==> config.mk <==
export PLATFORM = sky130hd
export DESIGN_NAME = shift_sequencer_flat
export DESIGN_NICKNAME = d
export VERILOG_FILES = /design/src/rtl/shift_sequencer_if.sv /design/src/rtl/shift_sequencer.sv /design/src/flat_wrapper.sv
export SDC_FILE = /design/constraint.sdc
export NUM_CORES = 1
export LEC_CHECK = 0
export ABC_AREA = 1
export BUFFER_PORTS_ARGS = -buffer_cell sky130_fd_sc_hd__buf_2
export CAP_MARGIN = 25
export CORE_ASPECT_RATIO = 0.5
export CORE_MARGIN = 2
export CORE_UTILIZATION = 40
export CTS_CLUSTER_DIAMETER = 120
export DETAILED_ROUTE_END_ITERATION = 10
export SLEW_MARGIN = 20
export SYNTH_ARGS = -nofsm -noshare
export SYNTH_HDL_FRONTEND = slang
export SYNTH_SLANG_ARGS = --single-unit
==> constraint.sdc <==
create_clock -name clock -period 2.82 [get_ports clock]
set_input_delay 0 -clock clock [delete_from_list [all_inputs] [get_ports clock]]
set_output_delay 0 -clock clock [all_outputs]
set_load 0.01 [all_outputs]
==> src/rtl/shift_sequencer_if.sv <==
// Request/result handshake bundle for shift_sequencer.
// master: the issuing side (drives requests, accepts results).
// slave:  the sequencer itself.
interface shift_sequencer_if #(
    parameter int unsigned WIDTH = 32,
    parameter int unsigned AMT_W = 5
);
    logic             in_valid;
    logic             in_ready;
    logic [1:0]       in_op;
    logic [WIDTH-1:0] in_operand;
    logic [AMT_W-1:0] in_amt;
    logic             out_valid;
    logic             out_ready;
    logic [WIDTH-1:0] out_result;

    modport master (
        output in_valid,
        output in_op,
        output in_operand,
        output in_amt,
        output out_ready,
        input  in_ready,
        input  out_valid,
        input  out_result
    );

    modport slave (
        input  in_valid,
        input  in_op,
        input  in_operand,
        input  in_amt,
        input  out_ready,
        output in_ready,
        output out_valid,
        output out_result
    );
endinterface

==> src/rtl/shift_sequencer.sv <==
// Multi-cycle shift-unit controller around a single shared left barrel shifter.
// SLL/SRL take one pass; SRA/ROL take two passes unless the amount is zero.
// Right shifts reuse the left shifter by bit-reversing its input and output.
// Optional build macro SHIFT_SEQ_PERF_EN adds a saturating completed-op counter perf_ops.
module shift_sequencer #(
    parameter int unsigned WIDTH = 32,
    parameter int unsigned AMT_W = 5
) (
    input  logic              clock,
    input  logic              resetn,
    shift_sequencer_if.slave  bus,
    output logic              busy
`ifdef SHIFT_SEQ_PERF_EN
    ,
    output logic [15:0]       perf_ops
`endif
);

    typedef enum logic [1:0] {
        StIdle = 2'b00,
        StP1   = 2'b01,
        StP2   = 2'b10,
        StDone = 2'b11
    } state_e;

    typedef enum logic [1:0] {
        OpSll = 2'b00,
        OpSrl = 2'b01,
        OpSra = 2'b10,
        OpRol = 2'b11
    } op_e;

    // Full width as an AMT_W+1 bit quantity, used for the (WIDTH - amt) rotate amount.
    localparam logic [AMT_W:0] WidthW = (AMT_W+1)'(WIDTH);

    function automatic logic [WIDTH-1:0] rev(input logic [WIDTH-1:0] v);
        logic [WIDTH-1:0] r;
        for (int i = 0; i < int'(WIDTH); i++) begin
            r[i] = v[WIDTH-1-i];
        end
        return r;
    endfunction

    state_e           state_q, state_d;
    op_e              op_q, op_d;
    logic [WIDTH-1:0] operand_q, operand_d;
    logic [AMT_W-1:0] amt_q, amt_d;
    logic [WIDTH-1:0] temp_q, temp_d;
    logic [WIDTH-1:0] result_q, result_d;

    // Shared shifter ports
    logic [WIDTH-1:0] sh_in;
    logic [AMT_W-1:0] sh_amt;
    logic [WIDTH-1:0] sh_out;

    logic             accept;
    logic             two_pass;
    logic             right_op;
    logic [WIDTH-1:0] p1_val;
    logic [AMT_W:0]   rol_amt_full;

    // Handshake outputs decoded from the current state
    always_comb begin
        bus.in_ready   = (state_q == StIdle) || ((state_q == StDone) && bus.out_ready);
        bus.out_valid  = (state_q == StDone);
        bus.out_result = result_q;
        busy           = (state_q != StIdle);
    end

    assign accept       = bus.in_valid && bus.in_ready;
    assign two_pass     = ((op_q == OpSra) || (op_q == OpRol)) && (amt_q != '0);
    assign right_op     = (op_q == OpSrl) || (op_q == OpSra);
    assign rol_amt_full = WidthW - {1'b0, amt_q};

    // Shifter operand/amount select; fed only from latched request registers
    always_comb begin
        sh_in  = operand_q;
        sh_amt = amt_q;
        unique case (state_q)
            StP1: begin
                sh_in  = right_op ? rev(operand_q) : operand_q;
                sh_amt = amt_q;
            end
            StP2: begin
                if (op_q == OpSra) begin
                    // Fill mask: ones shifted left, reversed and inverted gives the top amt bits
                    sh_in  = '1;
                    sh_amt = amt_q;
                end else begin
                    // Wrap-around part of the rotate: operand >> (WIDTH - amt)
                    sh_in  = rev(operand_q);
                    sh_amt = rol_amt_full[AMT_W-1:0];
                end
            end
            default: begin
                sh_in  = operand_q;
                sh_amt = amt_q;
            end
        endcase
    end

    // The single combinational left barrel shifter
    always_comb begin
        sh_out = sh_in << sh_amt;
    end

    // Pass-1 value, un-reversed for right shifts
    assign p1_val = right_op ? rev(sh_out) : sh_out;

    // Next-state and datapath register updates
    always_comb begin
        state_d   = state_q;
        op_d      = op_q;
        operand_d = operand_q;
        amt_d     = amt_q;
        temp_d    = temp_q;
        result_d  = result_q;

        unique case (state_q)
            StIdle: begin
                if (accept) begin
                    op_d      = op_e'(bus.in_op);
                    operand_d = bus.in_operand;
                    amt_d     = bus.in_amt;
                    state_d   = StP1;
                end
            end
            StP1: begin
                temp_d = p1_val;
                if (two_pass) begin
                    state_d = StP2;
                end else begin
                    // Single-pass ops, and SRA/ROL by zero, finish here
                    result_d = p1_val;
                    state_d  = StDone;
                end
            end
            StP2: begin
                if (op_q == OpSra) begin
                    result_d = operand_q[WIDTH-1] ? (temp_q | ~rev(sh_out)) : temp_q;
                end else begin
                    result_d = temp_q | rev(sh_out);
                end
                state_d = StDone;
            end
            StDone: begin
                if (bus.out_ready) begin
                    if (bus.in_valid) begin
                        // Retire current result and take the next request on the same edge
                        op_d      = op_e'(bus.in_op);
                        operand_d = bus.in_operand;
                        amt_d     = bus.in_amt;
                        state_d   = StP1;
                    end else begin
                        state_d = StIdle;
                    end
                end
            end
            default: begin
                state_d = StIdle;
            end
        endcase
    end

    // State and datapath registers with asynchronous clear
    always_ff @(posedge clock or negedge resetn) begin
        if (!resetn) begin
            state_q   <= StIdle;
            op_q      <= OpSll;
            operand_q <= '0;
            amt_q     <= '0;
            temp_q    <= '0;
            result_q  <= '0;
        end else begin
            state_q   <= state_d;
            op_q      <= op_d;
            operand_q <= operand_d;
            amt_q     <= amt_d;
            temp_q    <= temp_d;
            result_q  <= result_d;
        end
    end

`ifdef SHIFT_SEQ_PERF_EN
    logic [15:0] perf_q;

    // Saturating count of completed result handshakes
    always_ff @(posedge clock or negedge resetn) begin
        if (!resetn) begin
            perf_q <= '0;
        end else if (bus.out_valid && bus.out_ready && (perf_q != 16'hFFFF)) begin
            perf_q <= perf_q + 16'd1;
        end
    end

    assign perf_ops = perf_q;
`endif

endmodule

==> src/flat_wrapper.sv <==
// flat-port wrapper written by rule: the top's interface ports become plain ports
module shift_sequencer_flat 
#(
    parameter int unsigned WIDTH = 32,
    parameter int unsigned AMT_W = 5
)
  (clock, resetn, busy, bus_in_valid, bus_in_op, bus_in_operand, bus_in_amt, bus_out_ready, bus_in_ready, bus_out_valid, bus_out_result);
  shift_sequencer_if #(.WIDTH(WIDTH), .AMT_W(AMT_W)) bus_i ();
  input  logic clock;
  input  logic resetn;
  output logic busy;
  input wire logic [$bits(bus_i.in_valid)-1:0] bus_in_valid;
  input wire logic [$bits(bus_i.in_op)-1:0] bus_in_op;
  input wire logic [$bits(bus_i.in_operand)-1:0] bus_in_operand;
  input wire logic [$bits(bus_i.in_amt)-1:0] bus_in_amt;
  input wire logic [$bits(bus_i.out_ready)-1:0] bus_out_ready;
  output wire logic [$bits(bus_i.in_ready)-1:0] bus_in_ready;
  output wire logic [$bits(bus_i.out_valid)-1:0] bus_out_valid;
  output wire logic [$bits(bus_i.out_result)-1:0] bus_out_result;
  assign bus_i.in_valid = bus_in_valid;
  assign bus_i.in_op = bus_in_op;
  assign bus_i.in_operand = bus_in_operand;
  assign bus_i.in_amt = bus_in_amt;
  assign bus_i.out_ready = bus_out_ready;
  assign bus_in_ready = bus_i.in_ready;
  assign bus_out_valid = bus_i.out_valid;
  assign bus_out_result = bus_i.out_result;
  shift_sequencer #(.WIDTH(WIDTH), .AMT_W(AMT_W)) u_core (.clock(clock), .resetn(resetn), .bus(bus_i), .busy(busy));
endmodule
==> results of run 1 <==
## layer usage
metal	wire length, um	track usage, %
met3	2460	5.94
met1	14500	43.4
met5	0	0
met2	11200	36.6
met4	352	5.41
## final cells by class
class,instances,area [um^2]
fillers,2028,9980
multi-input cells,1047,4990
flip-flops and latches,105,2630
repair buffers,155,1220
well taps,266,333
inverters,80,315
clock buffers,10,239
clock inverters,6,65.1
## worst max-delay path, stage by stage, from the launching register on
cell,delay [ps]
dfrtp_1,410
inv_2,140
ha_4,200
inv_4,60
nor2_8,100
nand2_2,70
xor2_2,230
buf_4,350
nand3_1,180
nand3_1,110
nand3_1,270
nand3_1,150
nand2_1,90
nand2_1,70
nand3_1,100
nand2_1,70
## sequential cells by signal (all words and copies together) (netlist names)
register	cells
u_core.temp_q	32
u_core.bus.out_result	32
u_core.amt_q	5
u_core.op_q	2
u_core.state_q	2
u_core.operand_q	32
## repair_timing
item / CTS / global route
pin swaps: 0 / 1
resized for setup: 2 / 36
hold endpoints to repair: 95 / 0
hold buffers: 41 / 0
buffers inserted: 0 / 1
gates cloned: 0 / 1
endpoints found under the setup margin: 2 / 64
## final timing paths
| check | start | endpoint |
|---|---|---|
| max in group asynchronous | resetn | u_core.temp_q[15] |
| hold / removal | bus_out_ready | u_core.state_q[1] |
| setup / recovery | u_core.state_q[0] | u_core.bus.out_result[9] |
| hold reg to reg | u_core.bus.out_result[6] | u_core.bus.out_result[6] |
| setup reg to reg | u_core.state_q[0] | u_core.bus.out_result[9] |
| min in group asynchronous | resetn | u_core.operand_q[11] |
## cells by family (layout without fill, tap and decap cells)
family | count (synthesis) | count (layout) | synth area share [%]
flip-flops | 105 | 105 | 32.0
adder cells (fa/ha/maj) | 9 | 9 | 1.37
multiplexers | 3 | 3 | 0.412
XOR/XNOR | 2 | 2 | 0.305
AO/OA/AOI/OAI | 103 | 103 | 7.16
buffers and inverters | 169 | 251 | 8.91
AND/OR/NAND/NOR | 930 | 930 | 49.8
## cells in the final DEF, fill, tap and decap left out, types with 6 or more instances in the layout
cell / n
nor2_2: 7
nand3_1: 371
inv_1: 70
o211ai_1: 8
a21oi_1: 60
nand4_1: 10
a31oi_1: 15
buf_12: 9
dfrtp_1: 104
dlygate4sd3_1: 41
clkbuf_16: 10
o21ai_2: 6
nand2_1: 386
buf_4: 25
nand3_2: 20
buf_2: 76
nor2_1: 126
nand2_2: 6
## through the flow
step / setup slack (ps) / util [%]
finish: 149 / 49.5
CTS: 1.71 / 48.6
floorplan: 157 / -
global placement: 75.0 / 44.9
global route: -11.0 / 49.5
detailed placement: -7.52 / 44.9
==> impl_metrics.env, run 1 <==
export IMPL_status="finished, final reports clean"
export IMPL_numCtsBuffers=9
export IMPL_path_class="reg -> reg"
export IMPL_clkTransAtPathRegs_ps=70
export IMPL_insertedDiodeCount=0
export IMPL_r2r_slack_ps=150
export IMPL_post_drt_wl_per_cell_um=17.1
export IMPL_start_util_pct=41.5
export IMPL_worst_slew_pin_slew_ps=761
export IMPL_maxCapViolations=0
export IMPL_synthTopCellsByArea="dfrtp_1 (32%), nand3_1 (24%), nand2_1 (18%), nor2_1 (6.0%), a21oi_1 (3.7%)"
export IMPL_finalNonFillerCells=1669
export IMPL_root_buffer="clkbuf_16"
export IMPL_io_buffers=77
export IMPL_netlist_area_mm2=0.00820
export IMPL_final_setup_skew_ps=12.0
export IMPL_yosys_cell_types_count=35
export IMPL_grt_pass1_wl_um=46200
export IMPL_grt_pass1_vias=8294
export IMPL_synth_top_area_share_pct=32.0
export IMPL_rsz0062_at_grt="true"
export IMPL_dpl_instance_area_mm2=0.00889
export IMPL_htreeDepth=3
export IMPL_critPathMaxFanout=26
export IMPL_syn_area_per_cell_um2=6.21
export IMPL_pin_count=78
export IMPL_routed_wirelength_um=28500
export IMPL_grt_overflow=0
export IMPL_startpoint_type="flop"
export IMPL_drc=0
export IMPL_die_w_um=206
export IMPL_slew_limit_headroom_pct=49.3
export IMPL_worstRegToRegCells=15
export IMPL_drive_gt1_share_pct=13.5
export IMPL_fp_dieH_um=105
export IMPL_hp_class="in -> reg"
export IMPL_synth_seq_cells=105
export IMPL_die_area_mm2=0.0217
export IMPL_yosys_warnings=0
export IMPL_numClockSinks=105
export IMPL_antenna_found_initial=0
export IMPL_min_period_ps=2670
export IMPL_setup_tns_ps=0
export IMPL_dr_first_iter_drc_count=829
export IMPL_end_kind="flop"
export IMPL_cts_tree="done"
export IMPL_via_count=9108
export IMPL_post_route_period_util_pct=94.7
export IMPL_yosys_area_top_type="dfrtp_1"
export IMPL_hold_violations=0
export IMPL_antenna_left=0
export IMPL_finalNetCount=1450
export IMPL_dp_cells=1610
export IMPL_fmax_mhz=374
export IMPL_clk_latency_ps=370
export IMPL_drt_pass1_iter_count=5
export IMPL_setup_violations=0
export IMPL_syn_inst=1321
export IMPL_synth_enable_flop_cells=0
export IMPL_ys_seq_area_share_pct=32.0
export IMPL_grt_max_degree=62
export IMPL_min_path_cells=5
export IMPL_area_delta_synth_final_pct=19.4
export IMPL_clockBufferDepth=2
export IMPL_cp_arrival_ps=2980
export IMPL_placementRows=36
export IMPL_place_congestion=0.996
export IMPL_dp_hpwl_um=20600
export IMPL_yosysMostFrequentCell="nand2_1"
export IMPL_synth_net_count=1373
export IMPL_grt_usage_pct=27.2
export IMPL_final_max_slew_viol_count=0
export IMPL_async_reset_ff_share_pct=100
export IMPL_hold_ws_ps=156
export IMPL_via_per_inst=5.46
export IMPL_fin_area_mm2=0.00979
export IMPL_required_ps=3130
export IMPL_core_mm2=0.0198
export IMPL_synth_top_cells_by_count="nand2_1 (387), nand3_1 (385), nor2_1 (130), dfrtp_1 (105), inv_1 (71)"
export IMPL_synth_ff_type="dfrtp_1"
Power of run 1 is left out: the tool's default activity adds up to more than one toggle a clock period on the data nets, which glitch-free logic cannot reach.
==> run 2, diff against run 1 <==
==> constraint.sdc (replaced) <==
create_clock -name clock -period 2.82 [get_ports clock]
set_input_delay 0.282 -clock clock [delete_from_list [all_inputs] [get_ports clock]]
set_output_delay 0.282 -clock clock [all_outputs]
set_load 0.01 [all_outputs]
==> run 2 against run 1 <==
Effect of this change: die area stayed put; setup slack better by 50 ps; critical path type unchanged; core utilization is 1.4 points lower; clock skew hardly changed; final cell count is 2.2% lower; non-clock buffer count is 38 lower; global-route usage is 0.24 points higher.
==> impl_metrics.env, run 2 (synthesized netlist as in run 1, its figures left out) <==
export IMPL_status="finished, final reports clean"
export IMPL_rsz0062_at_grt="true"
export IMPL_antenna_left=0
export IMPL_crit_top_cell="nand3_1"
export IMPL_final_max_slew_viol_count=0
export IMPL_drc=0
export IMPL_drt_pass1_iter_count=5
export IMPL_post_drt_wl_per_cell_um=17.8
export IMPL_grt_pass1_vias=8146
export IMPL_clockBufferDepth=2
export IMPL_cts_tree="done"
export IMPL_place_congestion=0.962
export IMPL_pin_count=78
export IMPL_end_kind="flop"
export IMPL_final_setup_skew_ps=12.4
export IMPL_via_per_inst=5.55
export IMPL_via_count=9065
export IMPL_root_buffer="clkbuf_16"
export IMPL_hp_class="in -> reg"
export IMPL_worst_slew_pin_slew_ps=685
export IMPL_die_w_um=206
export IMPL_cp_arrival_ps=2890
export IMPL_slew_limit_headroom_pct=54.3
export IMPL_startpoint_type="flop"
export IMPL_grt_usage_pct=27.5
export IMPL_area_delta_synth_final_pct=16.0
export IMPL_r2r_slack_ps=200
export IMPL_start_util_pct=41.5
export IMPL_final_cell_mix="nand2_1 (380), nand3_1 (353), nor2_1 (125)"
export IMPL_antenna_found_initial=0
export IMPL_critPathBufInv=2
export IMPL_clkTransAtPathRegs_ps=70
export IMPL_post_route_period_util_pct=93.0
export IMPL_io_buffers=77
export IMPL_fmax_mhz=381
export IMPL_critPathMaxFanout=12
export IMPL_fin_area_mm2=0.00951
export IMPL_hold_violations=0
export IMPL_finalNetCount=1413
export IMPL_dr_first_iter_drc_count=985
export IMPL_grt_pass1_wl_um=46300
export IMPL_clk_latency_ps=370
export IMPL_numCtsBuffers=9
export IMPL_htreeDepth=3
export IMPL_path_class="reg -> reg"
export IMPL_routed_wirelength_um=29000
export IMPL_cp_top_family="simple AND/OR/NAND/NOR gates"
export IMPL_insertedDiodeCount=0
export IMPL_final_common_cell="nand2_1"
export IMPL_min_period_ps=2620
export IMPL_die_area_mm2=0.0217
export IMPL_dp_hpwl_um=21000
export IMPL_maxCapViolations=0
export IMPL_setup_violations=0
export IMPL_max_stage_delay_ps=350
export IMPL_placementRows=36
export IMPL_required_ps=3090
export IMPL_fp_dieH_um=105
export IMPL_grt_overflow=0
export IMPL_numClockSinks=105
export IMPL_crit_slowest_cell="dfrtp_1"
export IMPL_core_mm2=0.0198
export IMPL_drive_gt1_share_pct=15.8
export IMPL_dpl_instance_area_mm2=0.00888
export IMPL_crit_path_cell_trace="inv_1 > buf_4 > ha_4 > nand2_4 > nor2_2 > nand2_1 > nand3_1 > nand3_1 > nand3_1 > nand3_1 > nand3_1 > nand3_1 > nand2_1 > nand2_1 > nand3_1 > nand2_1"
export IMPL_grt_max_degree=65
run 2: cell count changes in the layout (fill, tap and decap cells not counted), moves of 2 or more:
cell	previous run	this run
buf_4	25	27
nand3_2	20	36
clkinv_2	2	0
clkbuf_1	0	3
nand3_4	0	2
nand2_2	6	12
nand2_1	386	380
nand3_1	371	353
dlygate4sd3_1	41	1
run 2: worst paths after layout:
| check | end | start | cells past startpoint |
|---|---|---|---|
| hold / removal | u_core.amt_q[3] | bus_in_amt[3] | 2 |
| setup reg to reg | u_core.bus.out_result[17] | u_core.state_q[0] | 16 |
| min in group asynchronous | u_core.operand_q[12] | resetn | 2 |
| hold reg to reg | u_core.bus.out_result[14] | u_core.bus.out_result[14] | 2 |
| max in group asynchronous | u_core.bus.out_result[5] | resetn | 3 |
| setup / recovery | u_core.bus.out_result[17] | u_core.state_q[0] | 16 |
run 2: routing by layer:
layer / global-route usage (%) / vias up / routed length (um)
li1: - / 4458 / -
met1: 45.7 / 4216 / 15100
met2: 34.4 / 370 / 11100
met3: 5.69 / 21 / 2440
met4: 6.33 / 0 / 342
met5: 0 / - / 0
run 2: area by class of cell:
type,count,area [um^2]
Tap cell,266,333
Fill cell,2087,10300
Sequential cell,105,2630
Clock inverter,3,25.0
Clock buffer,13,250
Timing Repair Buffer,117,813
Inverter,80,320
Multi-Input combinational cell,1048,5140
run 2: what timing repair did:
action / 4_1_cts / 5_1_grt
gates resized for setup: 0 / 73
endpoints found under the hold margin: 47 / 0
hold buffers: 1 / 0
setup endpoints to repair: 0 / 64
setup buffers: 0 / 1
run 2: stage by stage:
stage,TNS [ps],util [%],hold slack (ps),worst slack [ps],cells
after floorplan,0,-,-13.6,157,1321
after global placement,0,44.9,333,75.5,1613
after detailed placement,0,44.9,344,19.2,1613
after CTS,0,46.4,130,11.0,1630
after global routing,-41.5,48.1,137,-22.8,1632
final,0,48.1,144,199,1632
Power of run 2 is left out for the same reason.
==> run 3, diff against run 2 <==
CORE_UTILIZATION = 45   (was 40)
PLACE_DENSITY = 0.66   (was not set)
SLEW_MARGIN = not set   (was 20)
==> run 3 against run 2 <==
Effect of this change: clock skew fell by 1.5 ps; core utilization increased by 5.6 points; via count up 0.47%; global-route usage rose by 2.2 points; critical endpoint is now u_core.bus.out_result[4]; highest routed layer unchanged; sequential share of layout area up 0.13 points.
==> impl_metrics.env, run 3 (synthesized netlist as in run 1, its figures left out) <==
export IMPL_slew_limit_headroom_pct=53.3
export IMPL_start_util_pct=46.6
export IMPL_clkTransAtPathRegs_ps=80
export IMPL_critPathMaxFanout=22
export IMPL_grt_pass1_wl_um=45300
export IMPL_hold_violations=0
export IMPL_grt_overflow=0
export IMPL_antenna_found_initial=0
export IMPL_grt_usage_pct=29.7
export IMPL_grt_pass1_vias=7997
export IMPL_min_period_ps=2650
export IMPL_place_congestion=0.904
export IMPL_final_max_slew_viol_count=0
export IMPL_htreeDepth=3
export IMPL_drt_pass1_iter_count=6
export IMPL_setup_violations=0
export IMPL_multi_input_area_mm2=0.00501
export IMPL_drc=0
export IMPL_grt_max_degree=76
export IMPL_fmax_mhz=378
export IMPL_fp_dieH_um=99.4
export IMPL_crit_path_cell_trace="inv_1 > ha_2 > nand2_2 > nand2_8 > nor2_1 > nand2_1 > nand3_1 > nand3_1 > nand2_1 > o21ai_2 > buf_4 > nand2_1 > nand2_1 > nand3_1 > nand3_1 > nand3_1 > nand2_1"
export IMPL_die_w_um=195
export IMPL_register_area_mm2=0.00263
export IMPL_root_buffer="clkbuf_16"
export IMPL_cts_tree="done"
export IMPL_final_setup_skew_ps=10.9
export IMPL_core_mm2=0.0176
export IMPL_cp_arrival_ps=2950
export IMPL_maxCapViolations=0
export IMPL_final_common_cell="nand2_1"
export IMPL_hp_class="in -> reg"
export IMPL_drive_gt1_share_pct=15.2
export IMPL_fillers=1826
export IMPL_rsz0062_at_grt="true"
export IMPL_dp_hpwl_um=20800
export IMPL_clk_latency_ps=370
export IMPL_pin_count=78
export IMPL_finalNetCount=1426
export IMPL_clockBufferDepth=2
export IMPL_crit_slowest_cell="dfrtp_1"
export IMPL_via_per_inst=5.65
export IMPL_worst_slew_pin_slew_ps=701
export IMPL_post_route_period_util_pct=93.9
export IMPL_cp_top_family="simple AND/OR/NAND/NOR gates"
export IMPL_end_kind="flop"
export IMPL_die_area_mm2=0.0194
export IMPL_insertedDiodeCount=0
export IMPL_startpoint_type="flop"
export IMPL_required_ps=3130
export IMPL_io_buffers=77
export IMPL_antenna_left=0
export IMPL_max_stage_delay_ps=380
export IMPL_path_class="reg -> reg"
export IMPL_r2r_slack_ps=170
export IMPL_placementRows=34
export IMPL_dr_first_iter_drc_count=980
export IMPL_setup_tns_ps=0
export IMPL_routed_wirelength_um=28100
export IMPL_numClockSinks=105
export IMPL_area_delta_synth_final_pct=15.4
export IMPL_final_cell_mix="nand2_1 (386), nand3_1 (368), nor2_1 (126)"
export IMPL_via_count=9108
export IMPL_post_drt_wl_per_cell_um=17.4
export IMPL_numCtsBuffers=9
export IMPL_status="finished, final reports clean"
export IMPL_critPathBufInv=2
run 3: layer usage:
metal | GRT usage (%) | share of wire (%) | vias up
met4 | 4.11 | 0.95 | 0
met2 | 39.3 | 38 | 386
met5 | 0 | 0 | -
met1 | 49.1 | 51 | 4218
met3 | 5.63 | 9.4 | 24
li1 | - | - | 4480
run 3: repair_timing:
action,4_1_cts,5_1_grt
setup endpoints to repair,4,63
pin swaps,0,3
hold buffers,1,0
endpoints found under the hold margin,32,0
resized for setup,2,45
setup buffers,0,3
gates cloned,0,1
run 3: final timing paths:
check                                            to  cells past startpoint                     start
hold / removal                      u_core.amt_q[2]                      2             bus_in_amt[2]
hold reg to reg            u_core.bus.out_result[6]                      2  u_core.bus.out_result[6]
setup / recovery           u_core.bus.out_result[4]                     17            u_core.op_q[0]
max in group asynchronous  u_core.bus.out_result[8]                      3                    resetn
min in group asynchronous      u_core.operand_q[20]                      2                    resetn
setup reg to reg           u_core.bus.out_result[4]                     17            u_core.op_q[0]
run 3: layout make-up:
class	count	share of cell area, %
flip-flops and latches	105	27.8
multi-input cells	1047	52.9
clock inverters	6	0.608
well taps	234	3.09
repair inverters	1	0.0793
repair buffers	130	9.68
inverters	80	3.34
clock buffers	10	2.53
run 3: through the flow:
step / hold WS [ps] / cells / utilization (%) / setup slack, ps / instance area (um^2)
after global routing: 152 / 1613 / 53.7 / -30.4 / 9460
after detailed placement: 301 / 1592 / 50.7 / -12.7 / 8930
after global placement: 295 / 1592 / 50.7 / 37.9 / 8930
after floorplan: -13.6 / 1321 / - / 157 / 8200
final: 156 / 1613 / 53.7 / 172 / 9460
after CTS: 149 / 1609 / 52.5 / 8.52 / 9240
run 3: worst reg2reg max path: stages, from the launching register on:
cell	delay, ps
dfrtp_1	380
inv_1	80
ha_2	290
nand2_2	140
nand2_8	180
nor2_1	60
nand2_1	120
nand3_1	150
nand3_1	150
nand2_1	130
o21ai_2	210
buf_4	150
nand2_1	40
nand2_1	100
nand3_1	120
nand3_1	90
nand3_1	110
nand2_1	80
Power of run 3 is left out for the same reason.
